## src/rtl/imm_ext_pkg.sv

```systemverilog
// Shared definitions for the LEGv8 immediate generator: Ctrl codes, the
// pre-extension record carried between pipeline stages, and the field decoder.
package imm_ext_pkg;

  localparam int CTRL_W   = 3;
  localparam int HW_SHIFT = 16;
  localparam int FIELD_W  = 28;
  localparam int SHAMT_W  = 6;

  localparam logic [CTRL_W-1:0] IMM_I    = 3'b000;
  localparam logic [CTRL_W-1:0] IMM_D    = 3'b001;
  localparam logic [CTRL_W-1:0] IMM_B    = 3'b010;
  localparam logic [CTRL_W-1:0] IMM_CBZ  = 3'b011;
  localparam logic [CTRL_W-1:0] IMM_MOVZ = 3'b100;

  // field is already sign/zero-extended to FIELD_W; the final stage widens it
  // to DATA_W with sign and applies the move-wide shift.
  typedef struct packed {
    logic [FIELD_W-1:0] field;
    logic               sign;
    logic [SHAMT_W-1:0] shamt;
  } pre_t;

  localparam int PRE_W = $bits(pre_t);

  typedef struct packed {
    pre_t pre;
    logic err;
  } dec_t;

  function automatic bit cfg_legal(input int data_w, input int stages);
    return ((data_w == 32) || (data_w == 64)) && ((stages == 1) || (stages == 2));
  endfunction

  function automatic dec_t pre_decode(input logic [25:0] imm, input logic [CTRL_W-1:0] ctrl,
                                      input bit narrow);
    dec_t d;
    d = '0;
    case (ctrl)
      IMM_I:   d.pre.field = {16'b0, imm[21:10]};
      IMM_D: begin
        d.pre.field = {{19{imm[20]}}, imm[20:12]};
        d.pre.sign  = imm[20];
      end
      IMM_B: begin
        d.pre.field = {imm, 2'b00};
        d.pre.sign  = imm[25];
      end
      IMM_CBZ: begin
        d.pre.field = {{7{imm[23]}}, imm[23:5], 2'b00};
        d.pre.sign  = imm[23];
      end
      IMM_MOVZ: begin
        // a 32-bit result cannot hold hw=2/3, flag it instead of truncating
        if (narrow && imm[22]) begin
          d.err = 1'b1;
        end else begin
          d.pre.field = {12'b0, imm[20:5]};
          d.pre.shamt = SHAMT_W'(HW_SHIFT * int'(imm[22:21]));
        end
      end
      default: d.err = 1'b1;
    endcase
    return d;
  endfunction

endpackage

```

## src/rtl/imm_ext_stage.sv

```systemverilog
// One valid/data/err pipeline slot; accepts when empty or when its content
// leaves on the same cycle.
module imm_ext_stage #(
  parameter int DATA_W = 64
) (
  input  logic              clk,
  input  logic              rst_n,
  input  logic              in_valid,
  input  logic [DATA_W-1:0] in_data,
  input  logic              in_err,
  input  logic              out_ready,
  output logic              in_ready,
  output logic              out_valid,
  output logic [DATA_W-1:0] out_data,
  output logic              out_err
);

  logic              valid_q, valid_d;
  logic              err_q, err_d;
  logic [DATA_W-1:0] data_q, data_d;

  assign in_ready = !valid_q || out_ready;

  // payload only captured on a real transfer so idle inputs never reach the slot
  always_comb begin
    valid_d = valid_q;
    data_d  = data_q;
    err_d   = err_q;
    if (in_ready) begin
      valid_d = in_valid;
      if (in_valid) begin
        data_d = in_data;
        err_d  = in_err;
      end
    end
  end

  always_ff @(posedge clk or negedge rst_n) begin
    if (!rst_n) begin
      valid_q <= 1'b0;
      data_q  <= '0;
      err_q   <= 1'b0;
    end else begin
      valid_q <= valid_d;
      data_q  <= data_d;
      err_q   <= err_d;
    end
  end

  assign out_valid = valid_q;
  assign out_data  = data_q;
  assign out_err   = err_q;

endmodule

```

## src/rtl/imm_extend_pipe.sv

```systemverilog
// Pipelined LEGv8 immediate generator with valid/ready flow control, per-item
// error flag and a saturating count of errored items delivered.
module imm_extend_pipe
  import imm_ext_pkg::*;
#(
  parameter int DATA_W    = 64,
  parameter int STAGES    = 2,
  parameter int ERR_CNT_W = 8
) (
  input  logic                 CLK,
  input  logic                 resetl,
  input  logic                 in_valid,
  output logic                 in_ready,
  input  logic [25:0]          Imm26,
  input  logic [CTRL_W-1:0]    Ctrl,
  output logic                 out_valid,
  input  logic                 out_ready,
  output logic [DATA_W-1:0]    BusImm,
  output logic                 out_err,
  input  logic                 err_clr,
  output logic [ERR_CNT_W-1:0] err_count
);

  if (!cfg_legal(DATA_W, STAGES)) begin : g_bad_cfg
    $error("imm_extend_pipe: DATA_W must be 32 or 64 and STAGES 1 or 2");
  end

  function automatic logic [DATA_W-1:0] extend(input pre_t p);
    logic [DATA_W-1:0] w;
    w = {{(DATA_W-FIELD_W){p.sign}}, p.field};
    return w << p.shamt;
  endfunction

  dec_t dec;
  always_comb dec = pre_decode(Imm26, Ctrl, DATA_W == 32);

  if (STAGES == 1) begin : g_one
    logic [DATA_W-1:0] ext;
    always_comb ext = extend(dec.pre);

    imm_ext_stage #(.DATA_W(DATA_W)) u_s0 (
      .clk(CLK), .rst_n(resetl),
      .in_valid(in_valid), .in_data(ext), .in_err(dec.err),
      .out_ready(out_ready), .in_ready(in_ready),
      .out_valid(out_valid), .out_data(BusImm), .out_err(out_err)
    );
  end else begin : g_two
    logic              s0_valid, s0_err, s1_ready;
    logic [PRE_W-1:0]  s0_data;
    pre_t              s0_pre;
    logic [DATA_W-1:0] ext;

    imm_ext_stage #(.DATA_W(PRE_W)) u_s0 (
      .clk(CLK), .rst_n(resetl),
      .in_valid(in_valid), .in_data(dec.pre), .in_err(dec.err),
      .out_ready(s1_ready), .in_ready(in_ready),
      .out_valid(s0_valid), .out_data(s0_data), .out_err(s0_err)
    );

    always_comb begin
      s0_pre = s0_data;
      ext    = extend(s0_pre);
    end

    imm_ext_stage #(.DATA_W(DATA_W)) u_s1 (
      .clk(CLK), .rst_n(resetl),
      .in_valid(s0_valid), .in_data(ext), .in_err(s0_err),
      .out_ready(out_ready), .in_ready(s1_ready),
      .out_valid(out_valid), .out_data(BusImm), .out_err(out_err)
    );
  end

  logic [ERR_CNT_W-1:0] err_count_q, err_count_d;

  always_comb begin
    err_count_d = err_count_q;
    if (err_clr) begin
      err_count_d = '0;
    end else if (out_valid && out_ready && out_err && (err_count_q != '1)) begin
      err_count_d = err_count_q + 1'b1;
    end
  end

  always_ff @(posedge CLK or negedge resetl) begin
    if (!resetl) err_count_q <= '0;
    else         err_count_q <= err_count_d;
  end

  assign err_count = err_count_q;

endmodule
```

## config.mk

```make
export PLATFORM = sky130hd
export DESIGN_NAME = imm_extend_pipe
export DESIGN_NICKNAME = d
export VERILOG_FILES = /design/src/rtl/imm_ext_pkg.sv /design/src/rtl/imm_ext_stage.sv /design/src/rtl/imm_extend_pipe.sv
export SDC_FILE = /design/constraint.sdc
export NUM_CORES = 1
export LEC_CHECK = 0
export CAP_MARGIN = 5
export CORE_UTILIZATION = 56
export CTS_CLUSTER_DIAMETER = 30
export DETAILED_ROUTE_END_ITERATION = 10
export PLACE_DENSITY = 0.95
export SLEW_MARGIN = 20
export SYNTH_ARGS = -nofsm -noshare
export SYNTH_HDL_FRONTEND = slang
export SYNTH_SLANG_ARGS = --single-unit
```

## constraint.sdc

```tcl
create_clock -name CLK -period 3.65 [get_ports CLK]
set_input_delay 0.365 -clock CLK [delete_from_list [all_inputs] [get_ports CLK]]
set_output_delay 0.365 -clock CLK [all_outputs]
set_load 0.03 [all_outputs]
```

==> results.yml <==
detailed_routing:
  drtIter0Drc: 288
  routed_wl_mm: 13.5
  drc_errors: 0
  vias: 4563
  drt_first_pass_iters: 5
  via_per_inst: 6.36
  drtAntennaViolNets: 0
  avgRoutedWirePerCell_um: 18.8
placed_design:
  numPortBuffers: 108
  dp_slack_ns: 1.17
  dp_cells: 701
  gp_congestion: 0.942
  post-dp-hpwl_mm: 9.74
logic_synthesis:
  ys_warn_count: 0
  synthFlopType: "dfrtp_1"
  syn-cell-area_mm2: 0.00529
  mappedNetlistNets: 551
  ys_ff_latch: 107
  synth.distinct_cells: 56
  synth_edf_count: 0
  postSynth.asyncResetShare: 1.00
  syn_area_per_cell_um2: 10.2
  seq_area_frac_synth: 0.506
  syn_inst: 516
die:
  ioPinCount: 109
  rows: 35
  dieArea_mm2: 0.00983
  fp.dieW_um: 99.2
  initial_core_util: 0.575
  die_h_um: 99.2
  coreArea_mm2: 0.00920
flow_run:
  maxCapViolCount: 0
pwr:
  powerDensity_mw_per_mm2: 474
  leakagePower_uw: 0.00284
  finalPower_uw: 3090
  ir_drop_v: 0.000208
sta:
  hold_viol: 0
  fin_crit_ns: 2.18
  tightest_slew_ns: 1.09
  setup_slack_ns: 1.47
  slew_headroom: 0.272
  rsz0062_at_grt: "no"
  final_max_slew_viol_count: 0
  whs_ns: 0.0321
  finalCritPeriodShare: 0.597
  skew_ns: 0.00954
  fmax_mhz: 459
  setup_viol: 0
  fin_setup_tns_ns: 0
grt:
  grt_pass1_wl_mm: 21.6
  grt_util_met2: 0.441
  antenna_found_initial: 0
  grt.busiest_layer: "met2"
  met3_usage: 0.0309
  grt_use_met1: 0.401
  grt_max_degree: 88
  grt_use_total: 0.281
  first_global_vias: 4218
  overflow: 0
critical_path:
  critical_path.endpoint_type: "primary output"
  slowest_stage: "clkdlybuf4s50_1"
  reg2reg_depth: 4
  cp-start-kind: "input port"
  crit_type: "in -> out"
  slowest_delay_ns: 0.72
  cp_max_fo: 5
  crit_buf_inv: 2
  critPathMostFrequentCell: "clkdlybuf4s50_1"
  critPathTopFamily: "buffers and inverters"
  worstPathCellList: "clkdlybuf4s50_1 > nand3b_2 > clkdlybuf4s50_1"
  cp_data_arrival_time_ns: 1.81
  rr_startpoint: "g_two.u_s0.out_data[5]"
  cp.depth: 3
  rr_endpoint: "g_two.u_s1.out_data[43]"
  worstPathRequired_ns: 3.28
  r2r_slack_ns: 1.58
clocking:
  cts_num_sinks: 107
  cts_buffers: 9
  cts_hold_buf: 0
  cts_max_level: 3
  cts_tree: "built"
  cts_buffer_depth: 2
  cts-root-buf: "clkbuf_8"
  post-cts-setup-buffers: 0
  cts.clk_slew.worst_paths_ns: 0.10
  clk-insertion-delay-late_ns: 0.37
  cts_resized: 0
final_layout:
  fin_nets: 636
  layout.cells.most_common_list: "clkdlybuf4s50_1 (107), dfrtp_1 (106), nand2_1 (71), a21oi_1 (47), o21ai_0 (36)"
  antenna_cells: 0
  drive_above_1_share: 0.0759
  final-instance-count-excl-fill: 717
  layout_commonest_cell: "clkdlybuf4s50_1"
  areaGrowthSynthToFinish_pct: 23.5
outcome:
  status: "finished, final reports clean"
worst_hold_path:
  hold_path.class: "in -> async"
## where the power goes
| part | internal, µW | switching [µW] |
|---|---|---|
| clock | 322 | 409 |
| combinational | 370 | 527 |
| sequential | 1330 | 133 |
## state kept, by name, indices dropped and copies added, names as in the netlist
signal / flops
err_count: 8
g_two.u_s0.out_data: 31
g_two.u_s0.out_err: 1
g_two.u_s0.out_valid: 1
g_two.u_s1.out_data: 64
g_two.u_s1.out_err: 1
g_two.u_s1.out_valid: 1
## cell type report
type / count / area [µm²]
clock buffers: 9 / 124
clock inverters: 7 / 73.8
fillers: 671 / 2670
inverters: 3 / 11.3
multi-input cells: 364 / 2360
flip-flops and latches: 107 / 2680
well taps: 111 / 139
repair buffers: 116 / 1140
## through the flow
stage               utilization  cell area, µm²
finish                    0.710            6530
global route              0.710            6530
CTS                       0.709            6520
detailed placement        0.688            6320
global placement          0.688            6320
floorplan                     -            5290
## cell usage after synthesis (12+ instances only)
cell | count | share of area
dfrtp_1 | 107 | 0.51
nand2_1 | 71 | 0.050
a21oi_1 | 47 | 0.044
o21ai_0 | 36 | 0.034
mux2i_1 | 27 | 0.051
buf_2 | 24 | 0.023
a22o_1 | 20 | 0.033
o31ai_1 | 18 | 0.026
nor2_1 | 15 | 0.011
a21o_1 | 14 | 0.020
a2bb2oi_1 | 13 | 0.022
a211oi_1 | 12 | 0.017
## how the worst max path moves through the flow
stage                      start                      to  slack (ns)
CTS                    out_ready                in_ready        1.48
global route             Ctrl[0]  g_two.u_s0.out_data[8]        1.36
finish                 out_ready                in_ready        1.47
detailed placement       Ctrl[0]  g_two.u_s0.out_data[8]        1.17
global placement         Ctrl[0]  g_two.u_s0.out_data[8]        1.23
floorplan           err_count[0]            err_count[7]        2.05
## routing by layer
metal,vias up,part of all wire
met3,40,0.066
met2,253,0.48
met5,-,0
met1,2211,0.43
li1,2059,-
met4,0,0.029
## cell families after synthesis
group	Yosys count	synth area share
AO/OA/AOI/OAI	196	0.246
AND/OR/NAND/NOR	127	0.119
flip-flops	107	0.506
buffers and inverters	45	0.0485
multiplexers	34	0.0681
XOR/XNOR	6	0.00994
adder cells (fa/ha/maj)	1	0.00237
Power figures use the tool's default switching activity.
